--- src/rtl/cypher_if.sv ---
// Bus between the cypher control FSM and cypher_datapath: symbol stream in,
// detection flag and status counters out.
interface cypher_if #(
  parameter int SYM_W = 8,
  parameter int CNT_W = 8
);
  // Handshake: sl_op acts as valid and the datapath is always ready, so a
  // symbol is consumed at every edge where sl_op=1. There is no back-pressure.
  // sl_res is a synchronous clear and takes priority over sl_op.
  logic             sl_res;
  logic             sl_op;
  logic [SYM_W-1:0] data_in;
  logic             found;
  logic [CNT_W-1:0] match_count;
  logic [CNT_W-1:0] sym_count;
  logic             window_full;

  modport master (
    output sl_res, sl_op, data_in,
    input  found, match_count, sym_count, window_full
  );

  modport slave (
    input  sl_res, sl_op, data_in,
    output found, match_count, sym_count, window_full
  );
endinterface

--- src/rtl/cypher_datapath.sv ---
// Sliding-window pattern detector with saturating match/symbol counters.
// Optional macro CYPHER_OVERLAP_EN: keep the window valid after a hit so overlapping matches count.
module cypher_datapath #(
  parameter int                         SYM_W   = 8,
  parameter int                         PAT_LEN = 4,
  parameter logic [PAT_LEN*SYM_W-1:0]   PATTERN = "CAFE",
  parameter int                         CNT_W   = 8
) (
  input  logic    clock,
  input  logic    reset,
  cypher_if.slave bus
);
  localparam int                FILL_W   = $clog2(PAT_LEN + 1);
  localparam logic [FILL_W-1:0] FILL_MAX = FILL_W'(PAT_LEN);

  logic [PAT_LEN-1:0][SYM_W-1:0] window;
  logic [PAT_LEN-1:0][SYM_W-1:0] window_next;
  logic [FILL_W-1:0]             fill;
  logic [FILL_W-1:0]             fill_next;
  logic [FILL_W-1:0]             fill_after;
  logic                          hit;
  logic                          found;
  logic [CNT_W-1:0]              match_count;
  logic [CNT_W-1:0]              sym_count;
  logic                          window_full;

  // Match is judged on the window as it will look after this symbol shifts in.
  always_comb begin
    window_next = {window[PAT_LEN-2:0], bus.data_in};
    fill_next   = (fill == FILL_MAX) ? fill : fill + FILL_W'(1);
    hit         = (fill_next == FILL_MAX) && (window_next == PATTERN);
`ifdef CYPHER_OVERLAP_EN
    fill_after  = fill_next;
`else
    fill_after  = hit ? '0 : fill_next;
`endif
  end

  always_ff @(posedge clock or posedge reset) begin
    if (reset) begin
      window      <= '0;
      fill        <= '0;
      found       <= 1'b0;
      match_count <= '0;
      sym_count   <= '0;
      window_full <= 1'b0;
    end else if (bus.sl_res) begin
      window      <= '0;
      fill        <= '0;
      found       <= 1'b0;
      match_count <= '0;
      sym_count   <= '0;
      window_full <= 1'b0;
    end else if (bus.sl_op) begin
      window      <= window_next;
      fill        <= fill_after;
      window_full <= (fill_after == FILL_MAX);
      found       <= hit;
      if (sym_count != '1) sym_count <= sym_count + CNT_W'(1);
      if (hit && (match_count != '1)) match_count <= match_count + CNT_W'(1);
    end else begin
      found <= 1'b0;
    end
  end

  assign bus.found       = found;
  assign bus.match_count = match_count;
  assign bus.sym_count   = sym_count;
  assign bus.window_full = window_full;
endmodule
--- src/flat_wrapper.sv ---
// flat-port wrapper written by rule: the top's interface ports become plain ports
module cypher_datapath_flat 
#(
  parameter int                         SYM_W   = 8,
  parameter int                         PAT_LEN = 4,
  parameter logic [PAT_LEN*SYM_W-1:0]   PATTERN = "    ",
  parameter int                         CNT_W   = 8
)
  (clock, reset, bus_sl_res, bus_sl_op, bus_data_in, bus_found, bus_match_count, bus_sym_count, bus_window_full);
  cypher_if #(.SYM_W(SYM_W), .CNT_W(CNT_W)) bus_i ();
  input  logic clock;
  input  logic reset;
  input wire logic [$bits(bus_i.sl_res)-1:0] bus_sl_res;
  input wire logic [$bits(bus_i.sl_op)-1:0] bus_sl_op;
  input wire logic [$bits(bus_i.data_in)-1:0] bus_data_in;
  output wire logic [$bits(bus_i.found)-1:0] bus_found;
  output wire logic [$bits(bus_i.match_count)-1:0] bus_match_count;
  output wire logic [$bits(bus_i.sym_count)-1:0] bus_sym_count;
  output wire logic [$bits(bus_i.window_full)-1:0] bus_window_full;
  assign bus_i.sl_res = bus_sl_res;
  assign bus_i.sl_op = bus_sl_op;
  assign bus_i.data_in = bus_data_in;
  assign bus_found = bus_i.found;
  assign bus_match_count = bus_i.match_count;
  assign bus_sym_count = bus_i.sym_count;
  assign bus_window_full = bus_i.window_full;
  cypher_datapath #(.SYM_W(SYM_W), .PAT_LEN(PAT_LEN), .PATTERN(PATTERN), .CNT_W(CNT_W)) u_core (.clock(clock), .reset(reset), .bus(bus_i));
endmodule
--- config.mk ---
export PLATFORM = sky130hd
export DESIGN_NAME = cypher_datapath_flat
export DESIGN_NICKNAME = d
export VERILOG_FILES = /design/src/rtl/cypher_if.sv /design/src/rtl/cypher_datapath.sv /design/src/flat_wrapper.sv
export SDC_FILE = /design/constraint.sdc
export NUM_CORES = 1
export LEC_CHECK = 0
export BUFFER_PORTS_ARGS = -buffer_cell sky130_fd_sc_hd__buf_4
export CAP_MARGIN = 20
export CORE_AREA = 2 2 75 95
export DETAILED_ROUTE_END_ITERATION = 8
export DIE_AREA = 0 0 77 97
export PLACE_DENSITY = 0.51
export SYNTH_ARGS = -nofsm -noshare
export SYNTH_HDL_FRONTEND = slang
export SYNTH_SLANG_ARGS = --single-unit
--- constraint.sdc ---
create_clock -name clock -period 7.02 [get_ports clock]
set_input_delay 2.106 -clock clock [delete_from_list [all_inputs] [get_ports clock]]
set_output_delay 2.106 -clock clock [all_outputs]
set_load 0.05 [all_outputs]
# Word level (Yosys, flattened, before mapping)
# Cells that the tools add are included.
# totals
reg_bits,45
input_bits,12
word_cells,40
# classes
muxes,16
eq_ne,6
reduce_logical,7
add_sub_neg,3
# op_table
cell,count
24-bit 2-to-1 mux,2
8-bit 2-to-1 mux,6
"32-bit by 30-bit == test with 1-bit output, second input constant",1
"8-bit by 1-bit adder with 8-bit output, second input constant",2
"8-bit != test, second input constant",2
3-bit 2-to-1 mux,4
"3-bit == test, second input constant",3
2-bit nonzero test,3
1-bit 2-to-1 mux,4
2-bit AND reduction,2
"3-bit by 1-bit adder with 3-bit output, second input constant",1
1-bit logical AND,2

# Longest topological paths before layout
# logic_depth
ltp_word,8
mapped_depth,8

# Least setup slack after synthesis
# Ideal clock, no wire load.
# synth_timing
path_kind,in2reg
startpoint,input port bus_data_in[7]
endpoint,register u_core.match_count[5] (netlist: u_core.bus.match_count[5])
required_time_ns,6.942
t_arrival_ns,3.693
n_path_buf,1
setup_slack_ns,3.249
cell_stages,6
cell_sequence,nor4b_1 -> nand2_1 -> or4_4 -> buf_6 -> or4_1 -> a21oi_1
# synth_between
elab_chain_len,5
# synth_lines
item,line_no,text
from (decl),flat_wrapper.sv:15,input wire logic [$bits(bus_i.data_in)-1:0] bus_data_in;
32-bit by 30-bit == test with 1-bit output,cypher_datapath.sv:31,hit = (fill_next == FILL_MAX) && (window_next == PATTERN);
1-bit logical AND,cypher_datapath.sv:31,
1-bit logical AND,cypher_datapath.sv:60,if (hit && (match_count != '1)) match_count <= match_count + CNT_W'(1);
2-bit nonzero test (no line),n/a,
2-bit AND reduction (no line),n/a,
to (signal assigned),cypher_datapath.sv:60,
to (decl),cypher_datapath.sv:23,logic [CNT_W-1:0] match_count;
# No other way between the ends.
# A chain may end at the register's enable or synchronous reset.

# Worst setup path after layout
# layout_timing
startpoint,input port bus_data_in[7]
endpoint,register u_core.match_count[3] (netlist: u_core.bus.match_count[3])
# The elaborated chain is that of the path after synthesis.

==> impl_metrics.py <==
metrics = {
    "cells_and_area": {
        "final_design_area_no_fill_um2": 2600,
        "nets": 255,
        "final.fill_count": 686,
        "layout.core_utilization": 0.398,
        "flow.area_growth_from_synthesis_pct": 18.0,
        "antenna_diode_instance_count": 0,
        "post_route_cells_drive_above_1_share": 0.175,
        "ff_latch_area_um2": 1130,
        "multiInputGateArea_um2": 996,
    },
    "place": {
        "pre_cts_slack_ns": 3.01,
        "placed_area_um2": 2470,
        "dpl.hpwl_um": 2890,
        "gp_congestion": 0.744,
        "numPortBuffers": 29,
    },
    "pwr": {
        "power.total_mw": 0.502,
        "ir_worst_vdd_mv": 0.0848,
        "power_density_normalized_to_cell_area_nw_per_um2": 193,
        "cellLeakagePower_nw": 1.21,
        "combinational_share_of_power": 0.107,
        "internal_power_mw": 0.376,
        "power_frac_clock": 0.348,
        "p_sw_frac": 0.250,
        "fraction_of_power_consumed_by_sequential_logic": 0.545,
        "power_dissipated_by_switching_net_loads_mw": 0.125,
    },
    "drt": {
        "detail_route.first_pass.iterations": 4,
        "num_vias": 1634,
        "wirelength_um": 4530,
        "detailedRoute.firstIterationViolations": 72,
        "vias_per_cell": 5.00,
        "drc": 0,
        "routed_wire_length_per_instance_um": 13.9,
        "route.antenna.remaining_nets": 0,
    },
    "timing": {
        "fmax_ghz": 0.271,
        "report.final.hold_viol_count": 0,
        "fin_worst_skew_ns": 0.00817,
        "setup_slack_ns": 3.33,
        "total_setup_violations_reported_at_the_end_of_the_flow": 0,
        "setup_tns_ns": 0,
        "rsz0062_at_grt": "no",
        "worst_slew_margin_rel": 0.472,
        "tightest_slew_ns": 0.789,
        "timing.final.crit_share": 0.526,
        "max_slew_violation_count": 0,
        "min_period_ns": 3.69,
    },
    "synth": {
        "count_of_flip_flops_with_a_built_in_enable_after_synthesis": 0,
        "mappedNetlistArea_um2": 2200,
        "netlist_top_cells_area": "dfrtp_1 (51%), mux2i_1 (11%), nor2_1 (5.6%), nand3_1 (2.5%), ha_1 (2.3%)",
        "synth-seq-area-share": 0.512,
        "yosys.area.top_type_share": 0.512,
        "ys_warn_count": 0,
        "dominant_combinational_cell_family_by_area_after_synthesis": "simple AND/OR/NAND/NOR gates",
        "synth_compound_gate_area_share": 0.0819,
        "ys_async_sr_fraction": 1.00,
        "synth_top_cell_by_area": "dfrtp_1",
        "postSynthCellCount": 214,
        "synth_top_flop_cell": "dfrtp_1",
        "synth.mux.area_fraction": 0.114,
        "yosys.area_share.simple": 0.218,
        "flop_and_latch_count_out_of_synthesis": 45,
        "yosysUniqueCellTypes": 39,
        "syn-num-nets": 230,
        "synth_adder_area_share": 0.0227,
        "post_synth.cell_area_avg_um2": 10.3,
        "yosys.area_share.xor_xnor": 0.0159,
    },
    "global_route": {
        "antenna_violations_before_repair": 0,
        "grt_pass1_wl_um": 7910,
        "grt_pass1_vias": 1627,
        "grt_max_degree": 46,
        "grt_overflow_total": 0,
        "groute.usage.overall": 0.128,
    },
    "hold_path": {
        "worst_hold_path_type": "register to register",
        "timing.hold.worst.start": "u_core.window[23]",
    },
    "clock_network": {
        "cts_sinks": 45,
        "resize_count_post_cts": 0,
        "clock_tree_from_tritoncts": "yes",
        "hold_buffers": 0,
        "cts_max_level": 2,
        "clk_transition_reported_paths_ns": 0.09,
        "cts-buffers-inserted": 5,
        "cts.path.max_buffers": 2,
        "root_buffer": "clkbuf_8",
        "postCtsSetupRepairBufs": 0,
        "clkLatencyLatePin_ns": 0.29,
    },
    "critical_path": {
        "startpoint_type": "input port",
        "endpoint_kind": "register",
        "timing.setup.critical_path_class": "input port to register",
        "critPathRequiredTime_ns": 7.24,
        "critical_path.max_fanout": 19,
        "r2r-start": "u_core.fill[0]",
        "critPathLaunch": "bus_data_in[7]",
        "data_arrival_time_of_the_worst_path_ns": 3.92,
    },
    "floorplanning": {
        "floorplan.die.width_um": 77,
        "core-area_um2": 6520,
        "starting_density_of_the_core": 0.337,
        "io-pin-count": 30,
        "floorplan.die.height_um": 97,
        "rows": 33,
        "fp.dieArea_um2": 7470,
    },
    "flow_run": {
        "drv_cap": 0,
    },
    "run_status": {
        "outcome": "completed",
    },
}
## cell type report
class                           count  share of cell area
Clock buffer                        7              0.0371
Inverter                            7              0.0101
Tap cell                           87              0.0419
Multi-Input combinational cell    150               0.384
Timing Repair Buffer               30              0.0916
Sequential cell                    45               0.434
Clock inverter                      1             0.00193
## path summary, 6_finish.rpt
kind	endpoint	slack, ns	cells after the start
max	u_core.bus.match_count[3]	3.33	6
min	u_core.window[23]	0.54	2
max reg2reg	u_core.bus.match_count[3]	4.34	7
min reg2reg	u_core.window[23]	0.54	2
max in group asynchronous	u_core.bus.sym_count[5]	4.83	3
min in group asynchronous	u_core.bus.window_full	1.73	2
## critical path, cell delays in order
cell     delay, ns
buf_4         0.12
nor4b_1       0.28
nand2_1       0.09
or4_4         0.67
or4_1         0.50
a21oi_1       0.15
## through the flow
| step | hold WS [ns] | std cells |
|---|---|---|
| global route | 0.577 | 327 |
| global placement | 0.505 | 318 |
| detailed placement | 0.516 | 318 |
| floorplan | 0.478 | 214 |
| CTS | 0.538 | 326 |
| finish | 0.536 | 327 |
## power by group through the flow
| stage | logic [mW] | registers, mW | clock network [mW] |
|---|---|---|---|
| 2_1_floorplan | 0.0338 | 0.281 | 0 |
| 3_3_place_gp | 0.0533 | 0.279 | 0 |
| 3_5_place_dp | 0.0537 | 0.279 | 0 |
| 4_1_cts | 0.0539 | 0.274 | 0.182 |
| 5_1_grt | 0.0608 | 0.275 | 0.192 |
| 6_report | 0.0538 | 0.273 | 0.175 |
## logic make-up after synthesis
family / Yosys count
compound gates: 26
xor+xnor: 4
fa+ha+maj: 4
buf+inv: 19
flops: 45
mux: 25
simple gates: 91
## placed cells by master (no fill, tap or decap), types with 2 or more instances in the layout
master     n
nand2_1    8
and4_1     2
and2_1     2
or4_1      5
a31oi_1    2
o31ai_1    4
nor4b_1    3
inv_1      6
nor3_1     6
a21oi_1    9
nand3_1   11
o211ai_1   2
nor4_1     6
mux2i_1   25
buf_4     29
and3_1     2
nand4_1    5
xor2_1     3
ha_1       4
o21ai_0    2
o21a_1     2
dfrtp_1   45
nor2_1    33
clkbuf_8   7
## per-layer routing
layer,vias to the layer above,GRT usage,share of wire
met5,-,0,0
met4,0,0.0330,0.010
met3,5,0.0308,0.036
met2,31,0.212,0.47
met1,777,0.168,0.48
li1,821,-,-
## synth_stat cells (all sizes together) (2+ instances only)
master	n
nor2	33
nor4	6
dfrtp	45
buf	3
clkbuf	9
or4	6
o31ai	4
a21oi	9
nand3	11
and2	2
o21ai	2
a31oi	2
ha	4
nand2	8
xor2	3
o21a	2
nand4	5
mux2i	25
nor3	6
inv	7
and4	2
and3	2
o211ai	2
nor4b	3
## state kept, by name, indices dropped and copies added (netlist names)
register / cells
u_core.bus.found: 1
u_core.bus.match_count: 8
u_core.bus.sym_count: 8
u_core.bus.window_full: 1
u_core.fill: 3
u_core.window: 24
No activity file was read; power rests on OpenSTA's default activity.
